==> config.mk <==
export PLATFORM = sky130hd
export DESIGN_NAME = edge_event_reporter
export DESIGN_NICKNAME = d
export VERILOG_FILES = /design/src/rtl/edge_event_reporter.sv
export SDC_FILE = /design/constraint.sdc
export NUM_CORES = 1
export LEC_CHECK = 0
export CAP_MARGIN = 5
export CORE_UTILIZATION = 60
export DETAILED_ROUTE_END_ITERATION = 10
export GPL_ROUTABILITY_DRIVEN = 0
export PLACE_DENSITY_LB_ADDON = 0.15
export SETUP_SLACK_MARGIN = 0.4
export SLEW_MARGIN = 20
export SYNTH_ARGS = -nofsm -noshare
export SYNTH_HDL_FRONTEND = slang
export SYNTH_SLANG_ARGS = --single-unit
==> constraint.sdc <==
create_clock -name clock -period 4.3 [get_ports clock]
set_input_delay 1.075 -clock clock [delete_from_list [all_inputs] [get_ports clock]]
set_output_delay 1.075 -clock clock [all_outputs]
set_load 0.02 [all_outputs]
==> src/rtl/edge_event_reporter.sv <==
// Per-row persistence filter that turns confirmed level changes into timestamped
// events, funnelled by row priority through single-entry pending slots into a FIFO.
module edge_event_reporter #(
  parameter int ROWS       = 5,
  parameter int PERSIST    = 3,
  parameter int FIFO_DEPTH = 8,
  parameter int TS_WIDTH   = 16,
  localparam int ROW_W = (ROWS > 1) ? $clog2(ROWS) : 1,
  localparam int PTR_W = $clog2(FIFO_DEPTH),
  localparam int LVL_W = $clog2(FIFO_DEPTH) + 1
) (
  input  logic                clock,
  input  logic                resetN,
  input  logic                resultIn [0:ROWS-1],
  input  logic                inValid,
  output logic                eventValid,
  input  logic                eventReady,
  output logic [ROW_W-1:0]    eventRow,
  output logic                eventRise,
  output logic [TS_WIDTH-1:0] eventTime,
  output logic [LVL_W-1:0]    fifoLevel,
  output logic [7:0]          dropCount
);

  logic [TS_WIDTH-1:0] ts_reg;
  logic [ROWS-1:0]     pend_valid;
  logic [ROWS-1:0]     pend_rise;
  logic [TS_WIDTH-1:0] pend_time [ROWS];
  logic [ROWS-1:0]     drop;
  logic [ROW_W-1:0]    sel_row;
  logic                any_pend;
  logic                push;
  logic                pop;
  logic [15:0]         drop_sum;
  logic [7:0]          drop_reg;

  logic [ROW_W-1:0]    row_mem  [FIFO_DEPTH];
  logic                rise_mem [FIFO_DEPTH];
  logic [TS_WIDTH-1:0] time_mem [FIFO_DEPTH];
  logic [PTR_W-1:0]    wr_ptr_reg;
  logic [PTR_W-1:0]    rd_ptr_reg;
  logic [LVL_W-1:0]    level_cnt_reg;

  always_ff @(posedge clock or negedge resetN) begin
    if (!resetN) ts_reg <= '0;
    else         ts_reg <= ts_reg + 1'b1;
  end

  // Descending scan so the lowest occupied row wins.
  always_comb begin
    any_pend = 1'b0;
    sel_row  = '0;
    for (int r = ROWS - 1; r >= 0; r--) begin
      if (pend_valid[r]) begin
        any_pend = 1'b1;
        sel_row  = ROW_W'(r);
      end
    end
  end

  assign push = any_pend && (level_cnt_reg != LVL_W'(FIFO_DEPTH));
  assign pop  = eventValid && eventReady;

  generate
    for (genvar gi = 0; gi < ROWS; gi++) begin : g_row
      logic                level_reg;
      logic [3:0]          run_reg;
      logic                pv_reg;
      logic                pr_reg;
      logic [TS_WIDTH-1:0] pt_reg;
      logic                differ;
      logic                confirm;
      logic                drain;

      assign differ  = inValid && (resultIn[gi] != level_reg);
      assign confirm = differ && (run_reg == 4'(PERSIST - 1));
      assign drain   = push && (sel_row == ROW_W'(gi));
      // A slot being drained on this edge is free for a new confirmation.
      assign drop[gi] = confirm && pv_reg && !drain;

      always_ff @(posedge clock or negedge resetN) begin
        if (!resetN) begin
          level_reg <= 1'b0;
          run_reg   <= '0;
          pv_reg    <= 1'b0;
          pr_reg    <= 1'b0;
          pt_reg    <= '0;
        end else begin
          if (inValid) begin
            if (confirm) begin
              level_reg <= ~level_reg;
              run_reg   <= '0;
            end else if (differ) begin
              run_reg <= run_reg + 1'b1;
            end else begin
              run_reg <= '0;
            end
          end
          if (confirm && !drop[gi]) begin
            pv_reg <= 1'b1;
            pr_reg <= ~level_reg;
            pt_reg <= ts_reg;
          end else if (drain) begin
            pv_reg <= 1'b0;
          end
        end
      end

      assign pend_valid[gi] = pv_reg;
      assign pend_rise[gi]  = pr_reg;
      assign pend_time[gi]  = pt_reg;
    end
  endgenerate

  always_comb begin
    drop_sum = 16'(drop_reg);
    for (int r = 0; r < ROWS; r++) begin
      drop_sum = drop_sum + 16'(drop[r]);
    end
  end

  always_ff @(posedge clock or negedge resetN) begin
    if (!resetN)               drop_reg <= '0;
    else if (drop_sum > 16'd255) drop_reg <= 8'd255;
    else                       drop_reg <= drop_sum[7:0];
  end

  always_ff @(posedge clock) begin
    if (push) begin
      row_mem[wr_ptr_reg]  <= sel_row;
      rise_mem[wr_ptr_reg] <= pend_rise[sel_row];
      time_mem[wr_ptr_reg] <= pend_time[sel_row];
    end
  end

  always_ff @(posedge clock or negedge resetN) begin
    if (!resetN) begin
      wr_ptr_reg    <= '0;
      rd_ptr_reg    <= '0;
      level_cnt_reg <= '0;
    end else begin
      wr_ptr_reg    <= wr_ptr_reg + PTR_W'(push);
      rd_ptr_reg    <= rd_ptr_reg + PTR_W'(pop);
      level_cnt_reg <= level_cnt_reg + LVL_W'(push) - LVL_W'(pop);
    end
  end

  assign eventValid = (level_cnt_reg != '0);
  assign eventRow   = row_mem[rd_ptr_reg];
  assign eventRise  = rise_mem[rd_ptr_reg];
  assign eventTime  = time_mem[rd_ptr_reg];
  assign fifoLevel  = level_cnt_reg;
  assign dropCount  = drop_reg;

endmodule

==> flow_summary.yaml, run 1 <==
floorplan:
  io_pins: 42
  initial_core_util_pct: 61.1
  die_h_um: 151
  rows: 54
  die_x_um: 151
  fp.coreArea_um2: 21800
  die_area_um2: 22800
sta:
  clock_skew_ps: 15.2
  finalSetupTns_ps: 0
  worstMarginPinSlew_ps: 1110
  fin_crit_ps: 3740
  fin_crit_sh_pct: 87.0
  slew_headroom_pct: 25.9
  hold_violations: 0
  rsz0062_at_grt: "no"
  drv_slew: 0
  setup_viol: 0
  max_freq_mhz: 267
routing:
  vias_per_cell: 6.12
  drt_iter0_markers: 457
  vias: 7404
  ant_nets: 0
  routedWlPerCell_um: 21.9
  drt-total-wl_um: 26500
  route.detailed.drc: 0
  dr.pass1.iters: 4
critical_path:
  rr_worst_depth: 12
  critPathCaptureType: "flip-flop"
  required_ps: 4720
  r2r_slack_ps: 690
  r2r-start: "g_row[0].run_reg[0]"
  crit_path_start: "resultIn[4]"
  arrival_ps: 4160
  crit_type: "in2reg"
  r2r_end: "dropCount[5]"
  critPathCapture: "dropCount[5]"
  critPathLaunchType: "input pin"
  crit_fanout: 4
clock_tree:
  clkTransAtPathRegs_ps: 60
  clkLatencyLatePin_ps: 550
  cts.sinks: 309
  tritoncts: "done"
  h-tree-depth: 1
  cts_buffer_depth: 3
  cts_root_buf: "clkbuf_16"
  numCtsBuffers: 30
power_and_ir_drop:
  clock_power_share_pct: 27.5
  power_per_cell_area_nw_per_um2: 644
  p_leak_nw: 6.23
  switching_share_pct: 30.2
  p_switching_w: 0.00295
  power.total_w: 0.00979
  intPower_w: 0.00683
  power_frac_comb_pct: 30.6
  irDropWorstVdd_mv: 0.363
  seqPwrFrac_pct: 41.9
synth:
  syn_inst: 849
  ys.flop_type: "edfxtp_1"
  ys_types: 49
  synthesis.area_um2: 13300
  async_flop_share_pct: 48.2
  synthesis.nets: 887
  ys_warn_count: 0
  synth-seq-cells: 309
  synth_area_per_cell_um2: 15.7
  synth_edf_count: 160
  ys_seq_area_share_pct: 63.9
final_layout:
  nets: 944
  multi_input_area_um2: 4510
  layout-drive-gt1-share_pct: 25.1
  largest_register_ffs: 128
  n_antenna_cell: 0
  syn2layout_area_growth_pct: 13.9
  nFillCells: 1409
  regArea_um2: 8530
worst_hold_path:
  hold_path.class: "reg2reg"
global_routing:
  grt_pass1_wl_um: 41600
  antenna_found_initial: 0
  track_usage_pct: 24.2
  grt_max_degree: 99
  grt_pass1_vias: 7593
  grt-ovfl-total: 0
place:
  numPortBuffers: 41
  dp_hpwl_um: 16300
job:
  cap_violations: 0
outcome:
  status: "finished clean"
cells in the mapped netlist (2+ instances only):
cell type	count	area (um^2)
a21oi_1	25	125
nor3b_1	11	82.6
nor2b_1	38	238
o21a_1	16	120
nand2b_1	5	31.3
mux2i_1	9	90.1
ha_1	25	313
mux4_2	40	901
a21o_1	13	97.6
o22ai_1	6	37.5
o221ai_1	16	140
nor3_1	7	35.0
dfrtp_1	149	3730
nand2_1	22	82.6
mux2_2	88	991
and3_1	7	43.8
buf_2	11	55.1
nor2_1	19	71.3
o311ai_0	4	35.0
edfxtp_1	160	4800
nor4_1	2	12.5
nand3_1	10	50.1
buf_6	5	56.3
nand4_1	7	43.8
mux2_1	4	45.0
buf_1	2	7.51
mux2_4	9	135
and2_1	2	12.5
fa_1	4	80.1
xnor2_1	20	175
clkbuf_1	27	101
inv_1	31	116
xor2_1	11	96.3
a221oi_1	17	149
o21ai_0	13	65.1
routing by layer:
metal / vias to the layer above / routed length [um] / GRT usage, % / part of all wire [%]
li1: 3323 / - / - / -
met1: 3869 / 11100 / 32.7 / 42
met2: 170 / 13700 / 41.8 / 52
met3: 42 / 1210 / 3.19 / 4.6
met4: 0 / 420 / 5.55 / 1.6
met5: - / 0 / 0 / 0
placed cells by master, fill, tap and decap left out, drive strengths merged, types with 20 or more instances in the layout:
cell,n
mux2,101
mux4,40
clkbuf,40
buf,32
nand2,22
inv,31
xnor2,20
a21oi,25
clkdlybuf4s50,40
ha,25
dfrtp,149
nor2b,38
edfxtp,160
worst min-delay path by stage:
stage / end / start / cells after the start
after global routing: g_row[1].pt_reg[2] / g_row[1].pt_reg[2] / 1
after floorplan: g_row[2].pt_reg[10] / g_row[2].pt_reg[10] / 1
final: g_row[2].pt_reg[3] / g_row[2].pt_reg[3] / 1
after CTS: g_row[2].pt_reg[3] / g_row[2].pt_reg[3] / 1
after detailed placement: g_row[2].pt_reg[3] / g_row[2].pt_reg[3] / 1
after global placement: g_row[2].pt_reg[5] / g_row[2].pt_reg[5] / 1
kinds of logic (layout without fill, tap and decap cells):
logic type	Yosys count	count (layout)	share of synthesized area, %
flops	309	309	63.9
compound gates	115	115	6.32
xor+xnor	31	31	2.03
buf+inv	78	158	2.73
fa+ha+maj	29	29	2.94
mux	150	150	16.2
simple gates	137	137	5.82
power groups by stage:
stage	clock network, W	registers, W	logic, W
floorplan	0	0.00409	0.00202
global placement	0	0.00411	0.00289
detailed placement	0	0.00415	0.00302
CTS	0.00272	0.00410	0.00304
global route	0.00285	0.00415	0.00327
finish	0.00269	0.00410	0.00300
through the flow:
step | std cells | hold slack (ps) | util (%) | setup slack (ps) | area (um^2)
after global placement | 1153 | 470 | 64.8 | -61.8 | 14100
final | 1209 | 489 | 69.6 | 558 | 15200
after CTS | 1209 | 490 | 69.5 | 407 | 15200
after detailed placement | 1153 | 475 | 64.8 | -140 | 14100
after global routing | 1209 | 512 | 69.6 | 407 | 15200
after floorplan | 849 | 459 | - | 431 | 13300
critical path, stage by stage:
cell             delay (ps)
clkdlybuf4s50_1         500
xor2_2                  170
nand3_1                 140
nor2_2                  150
fa_1                    460
fa_1                    500
ha_1                    240
fa_2                    380
a21oi_4                 180
o21ai_0                 110
mux2_2                  270
repair_timing:
item | in CTS | in global routing
setup endpoints to repair | 1 | 8
resized for setup | 1 | 6
hold buffers | 0 | 0
pin swaps | 1 | 2
setup buffers | 1 | 0
hold endpoints to repair | 0 | 0
gates cloned | 0 | 0
cell type report:
class                   count  area share, %
clock inverters            15           1.37
repair buffers             72           4.40
well taps                 280           2.31
multi-input cells         462           29.7
clock buffers              40           5.32
inverters                  31          0.766
flip-flops and latches    309           56.2
Power figures use the tool's default switching activity.
==> inputs of run 2 (changes only) <==
clock period = 4.4 ns   (was 4.3 ns; I/O delays follow)
==> run 2 against run 1 <==
  * Non-clock buffer count rose by 5
  * Routed wire length rose by 2.2%
  * Sequential power fell by 1%
  * Die area did not move
  * Combinational power barely moved
  * Cell area barely moved
  * Worst setup slack got worse by 4.1 ps
  * Flip-flop and latch count did not move
==> flow_summary.yaml, run 2 (synthesized netlist as in run 1, its figures left out) <==
outcome:
  status: "finished clean"
routing:
  ant_nets: 0
  drt_iter0_markers: 518
  vias: 7383
  dr.pass1.iters: 5
  vias_per_cell: 6.08
  drt-total-wl_um: 27100
  routedWlPerCell_um: 22.3
  route.detailed.drc: 0
final_layout:
  layout-drive-gt1-share_pct: 25.5
  layout_common_cells: "160 x edfxtp_1, 148 x dfrtp_1, 88 x mux2_2"
  syn2layout_area_growth_pct: 13.9
  post-route-util_pct: 69.6
  largest_register_ffs: 128
  final_cells: 1215
  final_common_cell: "edfxtp_1"
  nFillCells: 1409
  nets: 949
  n_antenna_cell: 0
clock_tree:
  cts_buffer_depth: 3
  cts_root_buf: "clkbuf_16"
  clkLatencyLatePin_ps: 550
  cts.sinks: 309
  clkTransAtPathRegs_ps: 60
  numCtsBuffers: 30
  cts_hold_buf: 0
  h-tree-depth: 1
  tritoncts: "done"
floorplan:
  initial_core_util_pct: 61.1
  die_area_um2: 22800
  rows: 54
  fp.coreArea_um2: 21800
  io_pins: 42
  die_h_um: 151
  die_x_um: 151
sta:
  setup_slack_ps: 554
  setup_viol: 0
  fin_crit_ps: 3850
  slew_headroom_pct: 26.5
  hold_violations: 0
  worstMarginPinSlew_ps: 1100
  drv_slew: 0
  fin_crit_sh_pct: 87.4
  clock_skew_ps: 12.8
  rsz0062_at_grt: "no"
  max_freq_mhz: 260
worst_hold_path:
  holdPathEnd: "g_row[2].pt_reg[5]"
  hold_path.class: "reg2reg"
  whs_path_depth: 1
  worstHoldStart: "g_row[2].pt_reg[5]"
critical_path:
  rr_worst_depth: 13
  crit_type: "reg2out"
  required_ps: 3300
  r2r_end: "dropCount[5]"
  crit_path_start: "rd_ptr_reg[0]"
  critPathCaptureType: "primary output"
  arrival_ps: 2750
  r2r-start: "fifoLevel[2]"
  r2r_slack_ps: 650
  critPathLaunchType: "flip-flop"
  crit_fanout: 20
place:
  numPortBuffers: 41
  dp_slack_ps: -194
  placedCellCount: 1150
  dp_hpwl_um: 16600
power_and_ir_drop:
  irDropWorstVdd_mv: 0.347
  p_leak_nw: 6.24
  power_per_cell_area_nw_per_um2: 632
global_routing:
  track_usage_pct: 24.7
  grt_max_degree: 101
  grt_pass1_wl_um: 42700
  grt_pass1_vias: 7826
  grt-ovfl-total: 0
  antenna_found_initial: 0
job:
  cap_violations: 0
-- run 2: cell count changes in the layout (fill, tap and decap cells not counted), sizes merged --
cell / previous run / this run
clkinvlp: 0 / 2
bufinv: 5 / 3
buf: 32 / 37
clkbuf: 40 / 39
clkinv: 10 / 11
inv: 31 / 32
-- run 2: area by class of cell --
class	instances	area, um^2	share of cell area (%)
sequential	309	8540	56.2
tap	280	350	2.31
clock buffer	39	816	5.37
inverter	31	116	0.766
timing repair buffer	77	702	4.62
clock inverter	17	170	1.12
multi-input combinational	462	4500	29.6
-- run 2: metrics by stage --
step	setup TNS (ps)	power, W	hold WS (ps)	cell area, um^2
after floorplan	0	0.00597	459	13300
after global placement	-390	0.00683	470	14100
after detailed placement	-992	0.00701	481	14100
after CTS	0	0.00961	494	15100
after global routing	0	0.0101	511	15200
final	0	0.00960	503	15200
-- run 2: report_power, final --
group          total, W  switching (W)  leakage (nW)  internal [W]
clock           0.00256        0.00107         0.483       0.00148
sequential      0.00404       0.000328          3.43       0.00372
combinational   0.00300        0.00156          2.32       0.00144
-- run 2: repair_timing --
item                                    4_1_cts  5_1_grt
endpoints found under the setup margin       13       10
buffers inserted                              1        8
gates resized for setup                       2        5
pin swaps                                     0        0
-- run 2: critical path, cell delays in order, from the launching register on --
cell and delay, ps:
dfrtp_4 550, buf_12 240, mux4_2 530, mux2_2 310
clkdlybuf4s50_1 550
-- run 2: worst max path at each step --
stage | to
final | eventRow[1]
after global routing | dropCount[5]
after CTS | dropCount[5]
after floorplan | dropCount[5]
after global placement | dropCount[5]
after detailed placement | dropCount[5]
-- run 2: per-layer routing --
layer / part of all wire (%) / up-vias / track usage, %
li1: - / 3327 / -
met1: 42 / 3843 / 32.8
met2: 52 / 165 / 43.4
met3: 4.1 / 48 / 2.86
met4: 2.0 / 0 / 6.60
met5: 0 / - / 0
